[src/rtl/wb_cam_dma.sv]
// wb_cam_dma: Wishbone write master that packs an 8-bit camera pixel
// stream into big-endian 32-bit words and writes them to consecutive
// word addresses, one single-beat cycle per word.
module wb_cam_dma #(
  parameter int WB_ADR_WIDTH = 32,
  parameter int WB_DAT_WIDTH = 32,
  parameter int CNT_WIDTH    = 16,
  parameter int TIMEOUT      = 255
) (
  input  logic                    clk,
  input  logic                    rst,
  input  logic                    start,
  input  logic [WB_ADR_WIDTH-1:0] base_adr,
  input  logic [CNT_WIDTH-1:0]    word_count,
  input  logic [7:0]              pix_data,
  input  logic                    pix_valid,
  output logic                    pix_ready,
  output logic                    busy,
  output logic                    done,
  output logic                    err,
  output logic [WB_ADR_WIDTH-1:0] wb_adr_o,
  output logic [WB_DAT_WIDTH-1:0] wb_dat_o,
  output logic [3:0]              wb_sel_o,
  output logic                    wb_we_o,
  output logic                    wb_cyc_o,
  output logic                    wb_stb_o,
  input  logic                    wb_ack_i,
  input  logic                    wb_err_i
);

  typedef enum logic [1:0] {IDLE, FILL, WRITE} state_e;

  localparam logic [7:0]              TMO_LAST = 8'(TIMEOUT - 1);
  localparam logic [WB_ADR_WIDTH-1:0] ADR_STEP = WB_ADR_WIDTH'(4);
  localparam logic [WB_ADR_WIDTH-1:0] ADR_MASK = ~(WB_ADR_WIDTH'(3));
  localparam logic [CNT_WIDTH-1:0]    CNT_ONE  = CNT_WIDTH'(1);

  state_e                  state_q, state_d;
  logic [WB_ADR_WIDTH-1:0] addr_q, addr_d;
  logic [CNT_WIDTH-1:0]    remaining_q, remaining_d;
  logic [1:0]              byte_idx_q, byte_idx_d;
  logic [23:0]             pack_q, pack_d;
  logic [7:0]              tmo_q, tmo_d;
  logic                    pix_ready_q, pix_ready_d;
  logic                    busy_q, busy_d;
  logic                    done_q, done_d;
  logic                    err_q, err_d;
  logic                    bus_q, bus_d;
  logic [3:0]              sel_q, sel_d;
  logic [WB_ADR_WIDTH-1:0] adr_q, adr_d;
  logic [WB_DAT_WIDTH-1:0] dat_q, dat_d;

  logic accept;
  logic in_write;
  logic tmo_hit;
  logic abort;
  logic last_word;

  assign accept    = (state_q == FILL) && pix_ready_q && pix_valid;
  assign in_write  = (state_q == WRITE);
  assign tmo_hit   = in_write && !wb_ack_i && !wb_err_i && (tmo_q == TMO_LAST);
  assign abort     = in_write && (wb_err_i || tmo_hit);
  assign last_word = (remaining_q == CNT_ONE);

  assign pix_ready = pix_ready_q;
  assign busy      = busy_q;
  assign done      = done_q;
  assign err       = err_q;
  assign wb_adr_o  = adr_q;
  assign wb_dat_o  = dat_q;
  assign wb_sel_o  = sel_q;
  assign wb_we_o   = bus_q;
  assign wb_cyc_o  = bus_q;
  assign wb_stb_o  = bus_q;

  // State and datapath registers; reset clears everything and drops the bus at once
  always_ff @(posedge clk) begin
    if (rst) begin
      state_q     <= IDLE;
      addr_q      <= '0;
      remaining_q <= '0;
      byte_idx_q  <= '0;
      pack_q      <= '0;
      tmo_q       <= '0;
      pix_ready_q <= 1'b0;
      busy_q      <= 1'b0;
      done_q      <= 1'b0;
      err_q       <= 1'b0;
      bus_q       <= 1'b0;
      sel_q       <= '0;
      adr_q       <= '0;
      dat_q       <= '0;
    end else begin
      state_q     <= state_d;
      addr_q      <= addr_d;
      remaining_q <= remaining_d;
      byte_idx_q  <= byte_idx_d;
      pack_q      <= pack_d;
      tmo_q       <= tmo_d;
      pix_ready_q <= pix_ready_d;
      busy_q      <= busy_d;
      done_q      <= done_d;
      err_q       <= err_d;
      bus_q       <= bus_d;
      sel_q       <= sel_d;
      adr_q       <= adr_d;
      dat_q       <= dat_d;
    end
  end

  // Next-state: collect four bytes, write one word, repeat until count or abort
  always_comb begin
    state_d = state_q;
    unique case (state_q)
      IDLE: begin
        if (start && (word_count != '0)) state_d = FILL;
      end
      FILL: begin
        if (accept && (byte_idx_q == 2'd3)) state_d = WRITE;
      end
      WRITE: begin
        if (abort)         state_d = IDLE;
        else if (wb_ack_i) state_d = last_word ? IDLE : FILL;
      end
      default: state_d = IDLE;
    endcase
  end

  // Outputs and datapath: byte packing, bus launch, termination and status flags
  always_comb begin
    addr_d      = addr_q;
    remaining_d = remaining_q;
    byte_idx_d  = byte_idx_q;
    pack_d      = pack_q;
    tmo_d       = tmo_q;
    pix_ready_d = pix_ready_q;
    busy_d      = busy_q;
    done_d      = 1'b0;
    err_d       = err_q;
    bus_d       = bus_q;
    sel_d       = sel_q;
    adr_d       = adr_q;
    dat_d       = dat_q;
    unique case (state_q)
      IDLE: begin
        if (start) begin
          err_d = 1'b0;
          if (word_count != '0) begin
            addr_d      = base_adr & ADR_MASK;
            remaining_d = word_count;
            byte_idx_d  = 2'd0;
            busy_d      = 1'b1;
            pix_ready_d = 1'b1;
          end else begin
            done_d = 1'b1;
          end
        end
      end
      FILL: begin
        if (accept) begin
          unique case (byte_idx_q)
            2'd0: pack_d[23:16] = pix_data;
            2'd1: pack_d[15:8]  = pix_data;
            2'd2: pack_d[7:0]   = pix_data;
            default: begin
              dat_d       = {pack_q, pix_data};
              adr_d       = addr_q;
              sel_d       = 4'hF;
              bus_d       = 1'b1;
              pix_ready_d = 1'b0;
              tmo_d       = 8'd0;
            end
          endcase
          byte_idx_d = byte_idx_q + 2'd1;
        end
      end
      WRITE: begin
        if (abort) begin
          bus_d       = 1'b0;
          busy_d      = 1'b0;
          err_d       = 1'b1;
          pix_ready_d = 1'b0;
        end else if (wb_ack_i) begin
          bus_d       = 1'b0;
          addr_d      = addr_q + ADR_STEP;
          remaining_d = remaining_q - CNT_ONE;
          if (last_word) begin
            busy_d = 1'b0;
            done_d = 1'b1;
          end else begin
            pix_ready_d = 1'b1;
          end
        end else begin
          tmo_d = tmo_q + 8'd1;
        end
      end
      default: begin
        bus_d = 1'b0;
      end
    endcase
  end

endmodule

[config.mk]
export PLATFORM = sky130hd
export DESIGN_NAME = wb_cam_dma
export DESIGN_NICKNAME = d
export VERILOG_FILES = /design/src/rtl/wb_cam_dma.sv
export SDC_FILE = /design/constraint.sdc
export NUM_CORES = 1
export LEC_CHECK = 0
export CAP_MARGIN = 10
export CORE_ASPECT_RATIO = 2
export CORE_MARGIN = 10
export CORE_UTILIZATION = 50
export CTS_CLUSTER_SIZE = 12
export DETAILED_ROUTE_END_ITERATION = 10
export MAX_ROUTING_LAYER = met4
export PLACE_DENSITY_LB_ADDON = 0.25
export SLEW_MARGIN = 20
export SYNTH_ARGS = -nofsm -noshare
export SYNTH_HDL_FRONTEND = slang
export SYNTH_SLANG_ARGS = --single-unit
[constraint.sdc]
create_clock -name clk -period 4.7 [get_ports clk]
set_clock_uncertainty 0.05 [all_clocks]
set_input_delay 0.705 -clock clk [delete_from_list [all_inputs] [get_ports clk]]
set_output_delay 0.705 -clock clk [all_outputs]
set_load 0.02 [all_outputs]
After elaboration in Yosys (flattened, before gate mapping)

Index checks and enable logic that the tools add are counted.

Add/subtract/negate cells: 4
$mul: 0
Div/mod/pow operators: 0
$lt $le $gt $ge: 0
Eq/ne operators: 20
Shifts and indexed selects: 0
Muxes and demuxes: 51
Bitwise operators: 2
Reductions and logical operators: 31

Operator list:

| cell                                                                   | number |
|---|---|
| 32-bit two-way mux                                                     | 4 |
| 16-bit two-way mux                                                     | 4 |
| 32-bit case mux with 2 select lines                                    | 1 |
| 32-bit by 3-bit adder with 32-bit output, second input constant        | 1 |
| 8-bit two-way mux                                                      | 4 |
| 16-bit case mux with 2 select lines                                    | 1 |
| 1-bit two-way mux                                                      | 22 |
| 3-bit AND reduction                                                    | 6 |
| 16-bit by 1-bit equality test with 1-bit output, second input constant | 1 |
| 2-bit inequality test, second input constant                           | 8 |
| 8-bit case mux with 2 select lines                                     | 1 |
| 16-bit nonzero test                                                    | 1 |
| 16-bit by 1-bit subtractor with 16-bit output, second input constant   | 1 |
| 5-bit AND reduction                                                    | 3 |
| 2-bit two-way mux                                                      | 7 |
| 8-bit by 1-bit adder with 8-bit output, second input constant          | 1 |
| 8-bit equality test, second input constant                             | 1 |
| 1-bit logical AND                                                      | 8 |
| 4-bit AND reduction                                                    | 2 |
| 7-bit AND reduction                                                    | 1 |
| 2-bit equality test, second input constant                             | 3 |
| 1-bit case mux with 2 select lines                                     | 3 |
| 1-bit case mux with 3 select lines                                     | 2 |
| 2-bit case mux with 3 select lines                                     | 1 |
| 14 further kinds                                                       | 21 |

Register bits after elaboration: 154
Bits in latches: 0
RAM bits: 0
Bits in read-only memories: 0
Input bits: 62
Word-level logic and storage cells: 124
Memories kept: 0

Depth between registers and ports, before layout

Gate-level depths: netlist of run 1.

Depth in word-level cells: 8
Depth in mapped cells: 8

Worst setup path before layout of run 1

OpenSTA, ideal clock, no wires.

Path kind: input to register
Start: input port word_count[11]
End: register remaining_q[5]
Data arrival time: 2109 ps
Data required time: 4534 ps
Setup slack: 2424 ps
Cell stages on the path: 6
Cell sequence: nor4_1 nand4_1 a21boi_1 buf_2 nor3_1 a31o_2

Longest elaborated chain between the ends: 3

Ends and longest elaborated chain:

| what                            | RTL line | RTL |
|---|---|---|
| start: declaration              | 14       | `input logic [CNT_WIDTH-1:0] word_count,` |
| 16-bit nonzero test             | 148      | `if (word_count != '0) begin` |
| 2-bit inequality test (no line) | --       |  |
| 5-bit AND reduction (no line)   | --       |  |
| end signal: assignment          | 96       | `remaining_q <= remaining_d;` |
| end: declaration                | 40       | `logic [CNT_WIDTH-1:0] remaining_q, remaining_d;` |

No other way between the ends.
A chain may end at the register's enable or synchronous reset.

Worst setup path after layout of run 1

Start: input port word_count[14]
End: register addr_q[23]

Longest elaborated chain between the ends: 3

Ends and longest elaborated chain:

| what                            | RTL line | RTL |
|---|---|---|
| 16-bit nonzero test             | 148      |  |
| 2-bit inequality test (no line) | --       |  |
| 5-bit AND reduction (no line)   | --       |  |
| end signal: assignment          | 95       | `addr_q <= addr_d;` |
| end: declaration                | 39       | `logic [WB_ADR_WIDTH-1:0] addr_q, addr_d;` |

No other way between the ends.

==> results.json, run 1 <==
{
  "min_period_ps": 3060,
  "routed_via_density": 5.86,
  "grt_usage": 0.213,
  "power.leakage_nw": 2.97,
  "async_flop_share": 0,
  "dpl.cell_count": 1134,
  "area_growth_syn_to_layout_pct": 27.2,
  "switching_share": 0.256,
  "crit_fanout": 31,
  "fillers": 1202,
  "port_buffers": 132,
  "seq_area_frac_synth": 0.434,
  "ys_ff_latch": 150,
  "post-route-period-util": 0.650,
  "r2r_start": "addr_q[2]$_SDFFE_PP0P_",
  "min_path_type": "flop to flop",
  "pwr-share-clk": 0.465,
  "synthTopCellsByCount": "226 x nand2_1, 150 x dfxtp_1, 140 x a21oi_1",
  "r2r-end": "addr_q[28]$_SDFFE_PP0P_",
  "clk_pin_slew_worst_paths_ps": 70,
  "synth_area_um2": 6930,
  "rows": 60,
  "fmaxAchievable_mhz": 327,
  "grt_max_degree": 95,
  "cp-endpoint": "addr_q[23]$_SDFFE_PP0P_",
  "grt_setup_unrepaired": "no",
  "power_density_nw_per_um2": 331,
  "postCtsSetupBuffers": 0,
  "status": "finished clean",
  "design.core.area_um2": 13500,
  "fin_tns_setup_ps": 0,
  "synth_flop_cell": "dfxtp_1",
  "chipWidth_um": 103,
  "p_switching_uw": 746,
  "p_seq_frac": 0.459,
  "cts-root-buf": "clkbuf_16",
  "num_vias": 6828,
  "finalSetupViolCount": 0,
  "syn_avg_cell_area_um2": 7.58,
  "hpwl_um": 14100,
  "slew_headroom": 0.307,
  "cts_resized": 0,
  "synthTopCellsByArea": "dfxtp_1 43%, nand2_1 12%, a21oi_1 10%, nand3_1 3.5%, clkbuf_1 3.5%",
  "drt_pass1_iterations": 5,
  "peakVddDrop_mv": 0.254,
  "die_y_um": 186,
  "ys_warn_count": 0,
  "clockBufferDepth": 2,
  "maxCapViolCount": 0,
  "r2r_slack_ps": 2100,
  "hold_viol": 0,
  "routedWlPerCell_um": 17.1,
  "grt_pass1_vias": 6574,
  "crit_path_end_kind": "flop",
  "insertion_delay_ps": 420,
  "critPathKind": "primary input to flop",
  "total_power_mw": 2.91,
  "cts_sinks": 150,
  "arrival_ps": 3310,
  "dieArea_um2": 19200,
  "p_int_mw": 2.17,
  "drc": 0,
  "synth-edff-count": 0,
  "cts_tree": "yes",
  "drtIter0Drc": 437,
  "cts-buffers-inserted": 17,
  "h-tree-depth": 4,
  "diodes": 0,
  "postCtsHoldBufs": 0,
  "critPathRequiredTime_ps": 4950,
  "yosysUniqueCellTypes": 61,
  "num_io_pins": 137,
  "yosysTopAreaCell": "dfxtp_1",
  "final_cells": 1166,
  "combPwrFrac": 0.076,
  "antenna_found_initial": 0,
  "startpoint": "word_count[14]",
  "ff2ff_path_depth": 6,
  "final_nets": 1070,
  "drive_above_1_share": 0.0584,
  "startpoint_type": "primary input",
  "yosysMostFrequentCell": "nand2_1",
  "drv_slew": 0,
  "worst_pin_slew_ps": 1040,
  "place.gp.congestion": 0.875,
  "grt_pass1_wl_um": 32700,
  "initial_core_util": 0.513,
  "final_util": 0.652,
  "yosysTopAreaCellShare": 0.434,
  "syn_inst": 914,
  "totalWireLength_um": 20000,
  "ant_nets": 0,
  "grt-ovfl-total": 0
}
## worst max-delay path, cell delays in order
cell and delay [ps]:
clkdlybuf4s50_1 420, nor4_1 480, nand4_1 410, a21boi_2 630, buf_12 270, nor2_1 120, a32o_1 260
## metrics by stage
step,cell area [µm²],hold WS (ps),worst slack [ps]
final,8810,398,1640
after global routing,8810,417,1360
after CTS,8810,401,1600
after detailed placement,8220,394,1180
after global placement,8220,387,1170
after floorplan,6930,382,2420
## power by group through the flow
stage | clock (mW) | sequential (mW) | combinational, mW
6_report | 1.36 | 1.34 | 0.222
5_1_grt | 1.43 | 1.34 | 0.243
4_1_cts | 1.37 | 1.34 | 0.221
3_5_place_dp | 0 | 1.36 | 0.219
3_3_place_gp | 0 | 1.36 | 0.217
2_1_floorplan | 0 | 1.35 | 0.130
## cell type report
cell class | instances | area [µm²] | share of cell area
Multi-Input combinational cell | 679 | 3590 | 0.407
Sequential cell | 150 | 3000 | 0.341
Clock buffer | 18 | 439 | 0.0499
Tap cell | 155 | 194 | 0.0220
Clock inverter | 14 | 151 | 0.0172
Inverter | 9 | 33.8 | 0.00384
Timing Repair Buffer | 141 | 1400 | 0.159
## logic make-up (layout without fill, tap and decap cells)
family / count (synthesis) / count (layout) / synth area share
multiplexers: 2 / 2 / 0.00289
other: 1 / 2 / 0.000541
AND/OR/NAND/NOR: 403 / 403 / 0.268
flip-flops: 150 / 150 / 0.434
XOR/XNOR: 6 / 6 / 0.00759
adder cells (fa/ha/maj): 10 / 10 / 0.0181
buffers and inverters: 86 / 182 / 0.0511
AO/OA/AOI/OAI: 256 / 256 / 0.218
## cells in the final DEF, fill, tap and decap left out, drive strengths merged, types with 3 or more instances in the layout
cell	Yosys	routed
a2111oi	3	3
a211oi	8	8
a21o	6	6
a21oi	140	140
a22o	3	3
a311oi	5	5
a31o	3	3
a31oi	11	11
a32o	7	7
and2	7	7
and3	6	6
and4	5	5
buf	13	10
clkbuf	64	18
clkdlybuf4s50	0	131
dfxtp	150	150
ha	10	10
inv	9	19
nand2	226	226
nand2b	4	4
nand3	48	48
nand3b	4	4
nand4	16	16
nor2	35	35
nor3	17	17
nor3b	3	3
nor4	14	14
o21a	3	3
o21ai	39	39
o22ai	3	3
o31ai	10	10
o32ai	3	3
o41ai	3	3
or3	4	4
or4	5	5
xnor2	3	3
xor2	3	3
## worst min-delay path by stage
stage | from | end | cells after the start
6_report | pack_q[14]$_SDFFE_PP0P_ | wb_dat_o[22]$_SDFFE_PP0P_ | 2
5_1_grt | pack_q[13]$_SDFFE_PP0P_ | wb_dat_o[21]$_SDFFE_PP0P_ | 2
3_5_place_dp | pack_q[9]$_SDFFE_PP0P_ | wb_dat_o[17]$_SDFFE_PP0P_ | 2
3_3_place_gp | pack_q[4]$_SDFFE_PP0P_ | wb_dat_o[12]$_SDFFE_PP0P_ | 2
2_1_floorplan | pack_q[2]$_SDFFE_PP0P_ | wb_dat_o[10]$_SDFFE_PP0P_ | 2
4_1_cts | pack_q[14]$_SDFFE_PP0P_ | wb_dat_o[22]$_SDFFE_PP0P_ | 2
## flip-flops by register name, summed over array words and instances (netlist names)
name / flops
addr_q: 30
byte_idx_q: 2
wb_cyc_o: 1
pack_q: 24
done: 1
state_q: 2
busy: 1
err: 1
wb_sel_o: 1
pix_ready: 1
tmo_q: 8
wb_adr_o: 30
wb_dat_o: 32
remaining_q: 16
## layer usage
metal	global-route usage	vias to the layer above	routed length [µm]
met4	0.0759	0	442
met1	0.226	3216	7870
met2	0.377	187	10700
met5	-	-	0
met3	0.0381	27	909
li1	-	3398	-
(Power assumes the default switching activity.)
==> run 2: changes to the inputs <==
--- a/config.mk
+++ b/config.mk
@@ -8,7 +8,7 @@
 export CAP_MARGIN = 10
 export CORE_ASPECT_RATIO = 2
 export CORE_MARGIN = 10
-export CORE_UTILIZATION = 50
+export CORE_UTILIZATION = 47
 export CTS_CLUSTER_SIZE = 12
 export DETAILED_ROUTE_END_ITERATION = 10
 export MAX_ROUTING_LAYER = met4
==> constraint.sdc (replaced) <==
create_clock -name clk -period 2.8 [get_ports clk]
set_clock_uncertainty 0.05 [all_clocks]
set_input_delay 0.42 -clock clk [delete_from_list [all_inputs] [get_ports clk]]
set_output_delay 0.42 -clock clk [all_outputs]
set_load 0.02 [all_outputs]
==> run 2 against run 1 <==
Flip-flop and latch count unchanged. Critical path depth stayed put. Global-route usage shrank 0.91 points. Core utilization decreased by 3.1 points. Die area up 5.4%. Count of clock-buffer cells in the layout fell by 1. Combinational power is 73% higher. Worst hold slack lost 120 ps. Final cell count is 4.4% higher. Total power increased by 67%. Final area increased by 1.7%. First-iteration DRC count shrank 14%.
==> results.json, run 2 (synthesis gave the netlist of run 1 again) <==
{
  "rows": 62,
  "worstPathCellList": "clkdlybuf4s50_1 > nor4_1 > and4_1 > o21ai_2 > buf_4 > a21oi_1 > a311oi_1",
  "r2r_start": "tmo_q[0]$_SDFFE_PP0P_",
  "crit_fanout": 23,
  "postCtsSetupBuffers": 0,
  "slew_headroom": 0.462,
  "fin_tns_setup_ps": 0,
  "drtIter0Drc": 377,
  "dieArea_um2": 20300,
  "final_common_cell": "nand2_1",
  "critPathRequiredTime_ps": 3070,
  "startpoint_type": "primary input",
  "cts-buffers-inserted": 17,
  "cp-endpoint": "addr_q[6]$_SDFFE_PP0P_",
  "ant_nets": 0,
  "hpwl_um": 14600,
  "post-route-period-util": 0.824,
  "chipWidth_um": 106,
  "drc": 0,
  "placed_area_um2": 8390,
  "power_density_nw_per_um2": 542,
  "ff2ff_path_depth": 8,
  "cts-root-buf": "clkbuf_16",
  "design.core.area_um2": 14400,
  "min_path_type": "primary input to flop",
  "clk_pin_slew_worst_paths_ps": 60,
  "totalWireLength_um": 20500,
  "slowest_stage": "o21ai_2",
  "die_y_um": 192,
  "dpl.cell_count": 1184,
  "finalSetupViolCount": 0,
  "total_power_mw": 4.86,
  "fillers": 1333,
  "insertion_delay_ps": 420,
  "drv_slew": 0,
  "arrival_ps": 2580,
  "drt_pass1_iterations": 5,
  "power.leakage_nw": 3.03,
  "h-tree-depth": 4,
  "peakVddDrop_mv": 0.416,
  "critPathKind": "primary input to flop",
  "cts_tree": "yes",
  "routedWlPerCell_um": 16.9,
  "clockBufferDepth": 2,
  "grt_pass1_wl_um": 33400,
  "num_vias": 6899,
  "final_nets": 1083,
  "cts_sinks": 150,
  "grt_max_degree": 95,
  "place.gp.congestion": 0.891,
  "mostFrequentLayoutCells": "225 x nand2_1, 150 x dfxtp_1, 140 x a21oi_1, 131 x clkdlybuf4s50_1, 48 x nand3_1",
  "grt_pass1_vias": 6771,
  "cts_resized": 0,
  "final_cells": 1217,
  "hold_viol": 0,
  "min_period_ps": 2310,
  "maxCapViolCount": 0,
  "startpoint": "word_count[0]",
  "crit_path_end_kind": "flop",
  "num_io_pins": 137,
  "max_stage_delay_ps": 560,
  "grt-ovfl-total": 0,
  "port_buffers": 132,
  "worst_pin_slew_ps": 806,
  "drive_above_1_share": 0.0703,
  "status": "finished clean",
  "grt_usage": 0.204,
  "area_growth_syn_to_layout_pct": 29.4,
  "initial_core_util": 0.480,
  "fin_area_um2": 8960,
  "r2r_slack_ps": 520,
  "largest_reg_flops": 32,
  "postCtsHoldBufs": 0,
  "routed_via_density": 5.67,
  "r2r-end": "tmo_q[6]$_SDFFE_PP0P_",
  "fmaxAchievable_mhz": 434,
  "grt_setup_unrepaired": "no",
  "antenna_found_initial": 1
}
[run 2: stage by stage]
step	setup WS (ps)	hold slack (ps)	utilization
4_1_cts	516	270	0.621
5_1_grt	334	305	0.621
3_5_place_dp	92.8	393	0.581
2_1_floorplan	741	382	-
6_report	493	282	0.621
3_3_place_gp	153	387	0.581
[run 2: worst max-delay path, delay by kind of cell]
| kind | cells | cell delay (ps) |
|---|---|---|
| buffers and inverters | 2 | 910 |
| AND/OR/NAND/NOR | 2 | 320 |
| AO/OA/AOI/OAI | 3 | 900 |
[run 2: where the power goes]
| part | switching, mW | leakage [nW] | internal [mW] | total [mW] |
|---|---|---|---|---|
| registers | 0.0612 | 1.22 | 2.18 | 2.24 |
| clock network | 0.983 | 0.274 | 1.25 | 2.23 |
| logic | 0.209 | 1.54 | 0.176 | 0.384 |
| total | 1.25 | 3.03 | 3.60 | 4.86 |
[run 2: how the worst min path moves through the flow]
stage	start	endpoint	slack, ps	cells past startpoint
floorplan	pack_q[2]$_SDFFE_PP0P_	wb_dat_o[10]$_SDFFE_PP0P_	380	2
global placement	pack_q[4]$_SDFFE_PP0P_	wb_dat_o[12]$_SDFFE_PP0P_	390	2
detailed placement	pack_q[3]$_SDFFE_PP0P_	wb_dat_o[11]$_SDFFE_PP0P_	390	2
CTS	rst	wb_dat_o[14]$_SDFFE_PP0P_	270	2
global route	rst	pack_q[12]$_SDFFE_PP0P_	300	2
finish	rst	wb_dat_o[14]$_SDFFE_PP0P_	280	2
[run 2: final cells by class]
cell class / count / area (µm²) / share of cell area
multi-input combinational: 679 / 3590 / 0.401
sequential: 150 / 3000 / 0.335
timing repair buffer: 154 / 1520 / 0.170
clock buffer: 17 / 425 / 0.0475
tap: 192 / 240 / 0.0268
clock inverter: 15 / 144 / 0.0161
inverter: 9 / 33.8 / 0.00377
antenna: 1 / 2.50 / 0.000279
[run 2: per-layer routing]
layer	routed length, µm	share of wire	vias to the layer above	track usage
met5	0	0	-	-
met4	487	0.024	0	0.0906
met3	820	0.040	30	0.0339
met2	10900	0.53	215	0.357
met1	8320	0.41	3238	0.220
li1	-	-	3416	-
==> run 3: changes to the inputs <==
--- a/config.mk
+++ b/config.mk
@@ -8,7 +8,7 @@
 export CAP_MARGIN = 10
 export CORE_ASPECT_RATIO = 2
 export CORE_MARGIN = 10
-export CORE_UTILIZATION = 47
+export CORE_UTILIZATION = 50
 export CTS_CLUSTER_SIZE = 12
 export DETAILED_ROUTE_END_ITERATION = 10
 export MAX_ROUTING_LAYER = met4
==> constraint.sdc (replaced) <==
create_clock -name clk -period 2.3 [get_ports clk]
set_clock_uncertainty 0.05 [all_clocks]
set_input_delay 0.345 -clock clk [delete_from_list [all_inputs] [get_ports clk]]
set_output_delay 0.345 -clock clk [all_outputs]
set_load 0.02 [all_outputs]
==> run 3 against run 2 <==
Clock power up 25%. Largest power group is now the clock network. Routed wire length down 0.95%. Final area up 3.7%.
==> results.json, run 3 (synthesis gave the netlist of run 1 again) <==
{
  "worst_pin_slew_ps": 574,
  "finalSetupViolCount": 0,
  "grt_usage": 0.216,
  "register_area_um2": 3000,
  "drtIter0Drc": 388,
  "multi_input_area_um2": 3590,
  "max_stage_delay_ps": 550,
  "drt_pass1_iterations": 5,
  "grt_pass1_wl_um": 32800,
  "diodes": 0,
  "chipWidth_um": 103,
  "cts_sinks": 150,
  "cts_resized": 0,
  "min_period_ps": 2140,
  "ff2ff_path_depth": 5,
  "mostFrequentLayoutCells": "225 x nand2_1, 150 x dfxtp_1, 140 x a21oi_1, 131 x clkdlybuf4s50_1, 55 x buf_4",
  "largest_reg_flops": 32,
  "arrival_ps": 2390,
  "r2r_start": "addr_q[10]$_SDFFE_PP0P_",
  "initial_core_util": 0.513,
  "grt-ovfl-total": 0,
  "slowest_stage": "or3_1",
  "grt_pass1_vias": 6835,
  "total_power_mw": 6.04,
  "ant_nets": 0,
  "dpl.cell_count": 1187,
  "insertion_delay_ps": 420,
  "cts-root-buf": "clkbuf_16",
  "rows": 60,
  "drv_slew": 0,
  "peakVddDrop_mv": 0.523,
  "antenna_found_initial": 0,
  "final_common_cell": "nand2_1",
  "area_growth_syn_to_layout_pct": 34.2,
  "slew_headroom": 0.616,
  "min_path_cells": 4,
  "final_nets": 1123,
  "r2r-end": "addr_q[25]$_SDFFE_PP0P_",
  "drive_above_1_share": 0.105,
  "dieArea_um2": 19200,
  "power_density_nw_per_um2": 650,
  "clockBufferDepth": 2,
  "power.leakage_nw": 3.25,
  "place.gp.congestion": 0.904,
  "cts_tree": "yes",
  "hpwl_um": 14800,
  "routedWlPerCell_um": 16.7,
  "num_io_pins": 137,
  "fmaxAchievable_mhz": 468,
  "final_cells": 1219,
  "drc": 0,
  "crit_path_end_kind": "flop",
  "worstPathCellList": "nand4_1 > or3_1 > nor4_1 > o21ai_0 > a32o_1",
  "r2r_slack_ps": 160,
  "totalWireLength_um": 20300,
  "min_path_type": "primary input to flop",
  "startpoint_type": "flop",
  "fillers": 1159,
  "final_util": 0.688,
  "postCtsHoldBufs": 0,
  "status": "finished clean",
  "routed_via_density": 5.77,
  "maxCapViolCount": 0,
  "cts-buffers-inserted": 17,
  "critPathKind": "flop to flop",
  "grt_max_degree": 124,
  "design.core.area_um2": 13500,
  "crit_fanout": 6,
  "h-tree-depth": 4,
  "port_buffers": 132,
  "startpoint": "addr_q[10]$_SDFFE_PP0P_",
  "postCtsSetupBuffers": 0,
  "grt_setup_unrepaired": "no",
  "die_y_um": 186,
  "post-route-period-util": 0.930,
  "hold_viol": 0,
  "num_vias": 7037,
  "critPathRequiredTime_ps": 2550,
  "cp-endpoint": "addr_q[25]$_SDFFE_PP0P_",
  "clk_pin_slew_worst_paths_ps": 70,
  "hold_ws_ps": 311
}
-- run 3: cell types whose count changed in the layout (fill, tap and decap cells not counted), sizes merged --
| cell | change |
|---|---|
| clkbuf | +1 |
| diode | -1 |
| buf | +40 |
| inv | +1 |
| clkinv | -1 |
| clkinvlp | -1 |
-- run 3: power by group --
group	internal (mW)	leakage (nW)	switching, mW
clock	1.57	0.286	1.22
sequential	2.65	1.22	0.0678
combinational	0.264	1.75	0.272
total	4.49	3.25	1.56
-- run 3: worst min path at each step --
stage,from,to,slack [ps]
final,rst,pix_ready$_SDFFE_PP0P_,310
after global routing,rst,pix_ready$_SDFFE_PP0P_,320
after CTS,rst,pix_ready$_SDFFE_PP0P_,300
after detailed placement,pack_q[7]$_SDFFE_PP0P_,wb_dat_o[15]$_SDFFE_PP0P_,390
after global placement,pack_q[13]$_SDFFE_PP0P_,wb_dat_o[21]$_SDFFE_PP0P_,390
after floorplan,pack_q[2]$_SDFFE_PP0P_,wb_dat_o[10]$_SDFFE_PP0P_,380
-- run 3: area by class of cell --
type | instances | share of cell area
Clock buffer | 18 | 0.0473
Clock inverter | 14 | 0.0163
Inverter | 9 | 0.00363
Multi-Input combinational cell | 679 | 0.386
Sequential cell | 150 | 0.323
Tap cell | 155 | 0.0209
Timing Repair Buffer | 194 | 0.203
-- run 3: routing by layer --
layer	vias to the layer above	routed length [µm]	track usage	share of wire
li1	3502	-	-	-
met1	3273	7800	0.224	0.38
met2	223	11000	0.385	0.54
met3	39	923	0.0322	0.045
met4	0	628	0.0915	0.031
met5	-	0	-	0
-- run 3: critical path: cells and delay by family (launching register included) --
family	cells	cell delay [ps]
and+or+nand+nor	3	1150
AOI/OAI and AO/OA	2	420
DFF	1	410
-- run 3: per-stage QoR --
step | area [µm²] | setup TNS (ps) | worst slack, ps
after floorplan | 6930 | 0 | 241
after global placement | 8700 | -11150 | -311
after detailed placement | 8700 | -9420 | -266
after CTS | 9290 | 0 | 156
after global routing | 9290 | 0 | 8.54
final | 9290 | 0 | 162
==> RTL change 1: new RTL, flow settings as in run 3 <==
`CNT_WIDTH`: 16 -> 18.
--- a/src/rtl/wb_cam_dma.sv
+++ b/src/rtl/wb_cam_dma.sv
@@ -4,7 +4,7 @@
 module wb_cam_dma #(
   parameter int WB_ADR_WIDTH = 32,
   parameter int WB_DAT_WIDTH = 32,
-  parameter int CNT_WIDTH    = 16,
+  parameter int CNT_WIDTH    = 18,
   parameter int TIMEOUT      = 255
 ) (
   input  logic                    clk,
Ports: changed (resized word_count); port bits go from 137 to 139. The function was not compared with the original's and may differ.
==> RTL change 1 against run 3 <==
- critical path depth rose by 2
- synthesized area rose by 2.7%
- utilization fell by 0.98 points
- power rose by 0.30%
- sequential cell count rose by 2
- routed wire length rose by 3.6%
- worst setup slack got worse by 34 ps
- design area rose by 1.9%
- largest power group is now sequential cells
==> RTL change 1: results (changes against run 3) <==
Net count, final=1150 (+2.4%); largest net degree at the start of global routing=144 (+16%); synth top area cells=dfxtp_1 (43%), nand2_1 (11%), a21oi_1 (11%); worst r2r src=remaining_q[0]; detailed placement HPWL=15400 um (+4.4%); Tightest Pin Transition=720 ps (+146 ps); VDD IR max=0.568 mV (+8.6%); fillers=1224 (+5.6%); library cells used by synthesis=59 (-3.3%); register area share after synthesis=42.8% (-0.58 points); Total Wirelength=21100 um (+3.6%); crit path capture=remaining_q[14]; Power Internal=4.43 mW (-1.3%); reg2reg path depth=7 (+2); # port buffers=134 (+1.5%); Data arrival, critical path=2440 ps (+50 ps); leakage power=3.30 nW (+1.4%); max incr delay on CP=520 ps (-30 ps); synth cell count leaders=nand2_1 (212), a21oi_1 (154), dfxtp_1 (152), clkbuf_1 (56), nand3_1 (45); GR Util All Layers=21.8% (+0.17 points); mean area per synthesized cell=7.52 sq um (-0.76%); WL/cell=16.5 um (-1.2%); status=finished clean; FMAX=0.460 GHz (-1.6%); Placed Area=0.00891 sq mm (+2.4%); Final Wtd Congestion=0.899 (-0.49%); pre-CTS setup slack=-245 ps (+20.4 ps); DR vias=7179 (+2.0%); layout cells sized above 1=10.1% (-0.43 points); hold depth=2 (-2); Hold Crit Class=reg -> reg
## RTL change 1: cell types whose count changed after synthesis, sizes merged, moves of 6 or more
| cell | run 3 | this run |
|---|---|---|
| a21oi | 140 | 154 |
| nand2 | 226 | 212 |
| buf | 13 | 24 |
| inv | 9 | 19 |
| a211oi | 8 | 17 |
| nor2 | 35 | 44 |
| nor3 | 17 | 26 |
| clkbuf | 64 | 57 |
| a21o | 6 | 12 |
| a32o | 7 | 1 |
## RTL change 1: worst min-delay path by stage
stage	end	startpoint	slack [ps]
after global placement	wb_dat_o[12]	pack_q[4]	390
final	wb_dat_o[0]	wb_dat_o[0]	400
after floorplan	wb_dat_o[10]	pack_q[2]	380
after global routing	wb_adr_o[18]	wb_adr_o[18]	420
after CTS	wb_dat_o[13]	pack_q[5]	400
after detailed placement	wb_dat_o[17]	pack_q[9]	390
## RTL change 1: metal layers
metal | global-route usage [%] | up-vias | share of wire [%]
li1 | - | 3572 | -
met1 | 21.5 | 3330 | 37
met2 | 40.3 | 225 | 55
met3 | 4.37 | 52 | 4.6
met4 | 8.88 | 0 | 3.3
met5 | - | - | 0
## RTL change 1: worst reg2reg max path, stage by stage, from the launching register on
cell and delay (ps):
dfxtp_1 350, inv_1 90, ha_1 190, or3b_2 520, or4_4 450, o21ai_1 130
a21boi_0 90, o21a_1 210
## RTL change 1: cell type report
class                      count  area share [%]
clock buffer                  18            4.53
clock inverter                14            1.35
timing repair buffer         191            20.0
inverter                      19           0.753
tap                          189            2.50
multi-input combinational    695            38.8
sequential                   152            32.1
## RTL change 1: kinds of logic after synthesis
group                      after synthesis  share of synthesized area [%]
AOI/OAI and AO/OA                      275                           22.6
xor gates and xnor gates                 7                          0.862
muxes                                    1                          0.158
buffers and inverters                  100                           5.93
and+or+nand+nor                        400                           25.9
other                                    1                         0.0527
DFF                                    152                           42.8
adders and majority gates               10                           1.76
## RTL change 1: power groups by stage
stage	registers (mW)	clock network, mW	logic [mW]
6_report	2.78	2.66	0.622
5_1_grt	2.79	2.80	0.680
2_1_floorplan	2.81	0	0.339
3_5_place_dp	2.83	0	0.617
4_1_cts	2.78	2.68	0.619
3_3_place_gp	2.83	0	0.609
## RTL change 1: stage by stage
| step | hold WS (ps) | utilization (%) | total power, mW |
|---|---|---|---|
| floorplan | 382 | - | 3.15 |
| global placement | 388 | 63.8 | 3.44 |
| detailed placement | 395 | 63.8 | 3.45 |
| CTS | 402 | 67.8 | 6.08 |
| global route | 417 | 67.8 | 6.27 |
| finish | 403 | 67.8 | 6.06 |
==> RTL change 2: new RTL, config.mk and constraints of run 3 <==
Without the edit above. Encoding of `state_e`: now one-hot (3 bits for 3 states).
--- a/src/rtl/wb_cam_dma.sv
+++ b/src/rtl/wb_cam_dma.sv
@@ -28,7 +28,7 @@
   input  logic                    wb_err_i
 );
 
-  typedef enum logic [1:0] {IDLE, FILL, WRITE} state_e;
+  typedef enum logic [2:0] {IDLE = 3'b001, FILL = 3'b010, WRITE = 3'b100} state_e;
 
   localparam logic [7:0]              TMO_LAST = 8'(TIMEOUT - 1);
   localparam logic [WB_ADR_WIDTH-1:0] ADR_STEP = WB_ADR_WIDTH'(4);
Behaviour: same outputs for any inputs over 4 cycles, from zero or initial values and one cycle with rst high; so few cycles prove little.
==> RTL change 2 against run 3 <==
- worst setup slack better by 5.8 ps
- sequential cell count up 1
- synthesized area up 3.1%
- critical endpoint is now addr_q[21]
- power up 8.0%
- critical path depth up 2
- largest power group is now sequential cells
- routed wire length up 9.8%
- synthesized cell count down 1.3%
- combinational power up 70%
- largest cell class unchanged
- critical path type unchanged
- design area up 3.0%
==> RTL change 2: results (changes against run 3) <==
largest net degree at the start of global routing=65 (-48%); detailed placement HPWL=16400 um (+11%); min-delay src=pack_q[14]; global-route wire length before repair=36600 um (+11%); clock root buffer=clkbuf_16; Placed Area=0.00898 sq mm (+3.2%); Net count, final=1118 (-0.45%); Placeable Area=0.0140 sq mm (+3.4%); pre-CTS setup slack=-196 ps (+69.4 ps); Worst-path clk slew=70 ps (about the same); library cells used by synthesis=64 (+4.9%); synth cell count leaders=nand2_1 (205), dfxtp_1 (151), a21oi_1 (116), nor2_1 (50), clkbuf_1 (48); reg-to-reg slack, setup=170 ps; Top FF cell, synth=dfxtp_1; GR Util All Layers=22.8% (+1.3 points); Final Wtd Congestion=0.888 (-1.7%); VDD IR max=0.548 mV (+4.9%); reg-to-reg endpoint=addr_q[21]; initial drt markers=445 (+15%); mean area per synthesized cell=7.92 sq um (+4.5%); Hold Crit Class=reg -> reg; WL/cell=17.9 um (+7.2%); period utilization=92.7% (-0.25 points); fillers=1195 (+3.1%); Min Hold Slack=400 ps (+89.3 ps); reg2reg path depth=7 (+2); register area share after synthesis=42.3% (-1.0 points); layout cells sized above 1=11.8% (+1.3 points); hold depth=2 (-2); Synth async-reset ratio=0% (unchanged); max FFs per register=32 (unchanged); vias in the first global route=7396 (+8.2%); Data arrival, critical path=2370 ps (-20 ps); sw frac=27.6% (+1.9 points); synth top area cells=dfxtp_1 (42%), nand2_1 (11%), a21oi_1 (8.1%); router iterations before antenna repair=5 (unchanged); # port buffers=132 (unchanged); status=finished clean; yosys warns=0 (unchanged); Tightest Pin Transition=528 ps (-46.0 ps); Critical Path Fanout Max=33 (+27); n_diodes=0 (unchanged); Total Wirelength=22300 um (+9.8%); vias per cell=5.86 (+1.5%); Max Root-Sink Buffers=2 (unchanged); end of the worst hold path=wb_dat_o[22]; worst r2r src=state_q[2]; Placed Instances=1216 (+2.4%); htree depth=4 (unchanged); worst skew pair latency=420 ps (about the same); leakage power=3.31 nW (+1.9%); Overflow after GRT=0 (unchanged)
[RTL change 2: worst max path at each step]
| stage | start | to | cells past startpoint |
|---|---|---|---|
| 2_1_floorplan | remaining_q[0] | remaining_q[9] | 5 |
| 3_3_place_gp | word_count[7] | remaining_q[15] | 9 |
| 3_5_place_dp | word_count[7] | addr_q[21] | 9 |
| 4_1_cts | addr_q[2] | addr_q[24] | 7 |
| 5_1_grt | state_q[2] | remaining_q[15] | 7 |
| 6_report | state_q[2] | addr_q[21] | 7 |
[RTL change 2: kinds of logic (layout without fill, tap and decap cells)]
group / count (synthesis) / in the layout / synth area share, %
AOI/OAI and AO/OA: 267 / 267 / 25.3
xor gates and xnor gates: 7 / 7 / 0.859
adders and majority gates: 10 / 10 / 1.75
buffers and inverters: 92 / 248 / 5.61
DFF: 151 / 151 / 42.3
muxes: 5 / 5 / 0.701
other: 1 / 2 / 0.0525
and+or+nand+nor: 369 / 369 / 23.4
[RTL change 2: layer usage]
| layer | vias to the layer above | global-route usage, % | share of wire [%] |
|---|---|---|---|
| met3 | 70 | 4.12 | 4.1 |
| met1 | 3447 | 21.8 | 36 |
| met4 | 0 | 12.4 | 4.8 |
| met2 | 232 | 42.2 | 55 |
| met5 | - | - | 0 |
| li1 | 3564 | - | - |
[RTL change 2: timing repair]
action,CTS,global route
setup endpoints to repair,0,1
hold buffers,0,0
resized for setup,0,1
[RTL change 2: per-stage QoR]
step	setup TNS (ps)	util, %
after global routing	0	68.5
after floorplan	0	-
after global placement	-4470	64.3
after CTS	0	68.5
final	0	68.5
after detailed placement	-5690	64.3
[RTL change 2: cell type report]
type	count	area share [%]
Sequential cell	151	31.6
Clock inverter	13	1.44
Inverter	11	0.431
Clock buffer	19	4.63
Timing Repair Buffer	205	20.4
Tap cell	189	2.47
Multi-Input combinational cell	660	39.0
[RTL change 2: power by group through the flow]
stage	clock network, mW	logic (mW)	registers, mW
global placement	0	0.884	2.93
global route	2.89	0.988	2.89
CTS	2.78	0.905	2.87
detailed placement	0	0.899	2.93
finish	2.74	0.911	2.88
floorplan	0	0.482	2.90
[RTL change 2: worst max-delay path, stage by stage, from the launching register on]
cell and delay [ps]:
dfxtp_1 460, nor3b_4 330, a21oi_1 130, o21bai_2 220, buf_12 180, buf_4 150, o311ai_0 350, o31ai_1 120
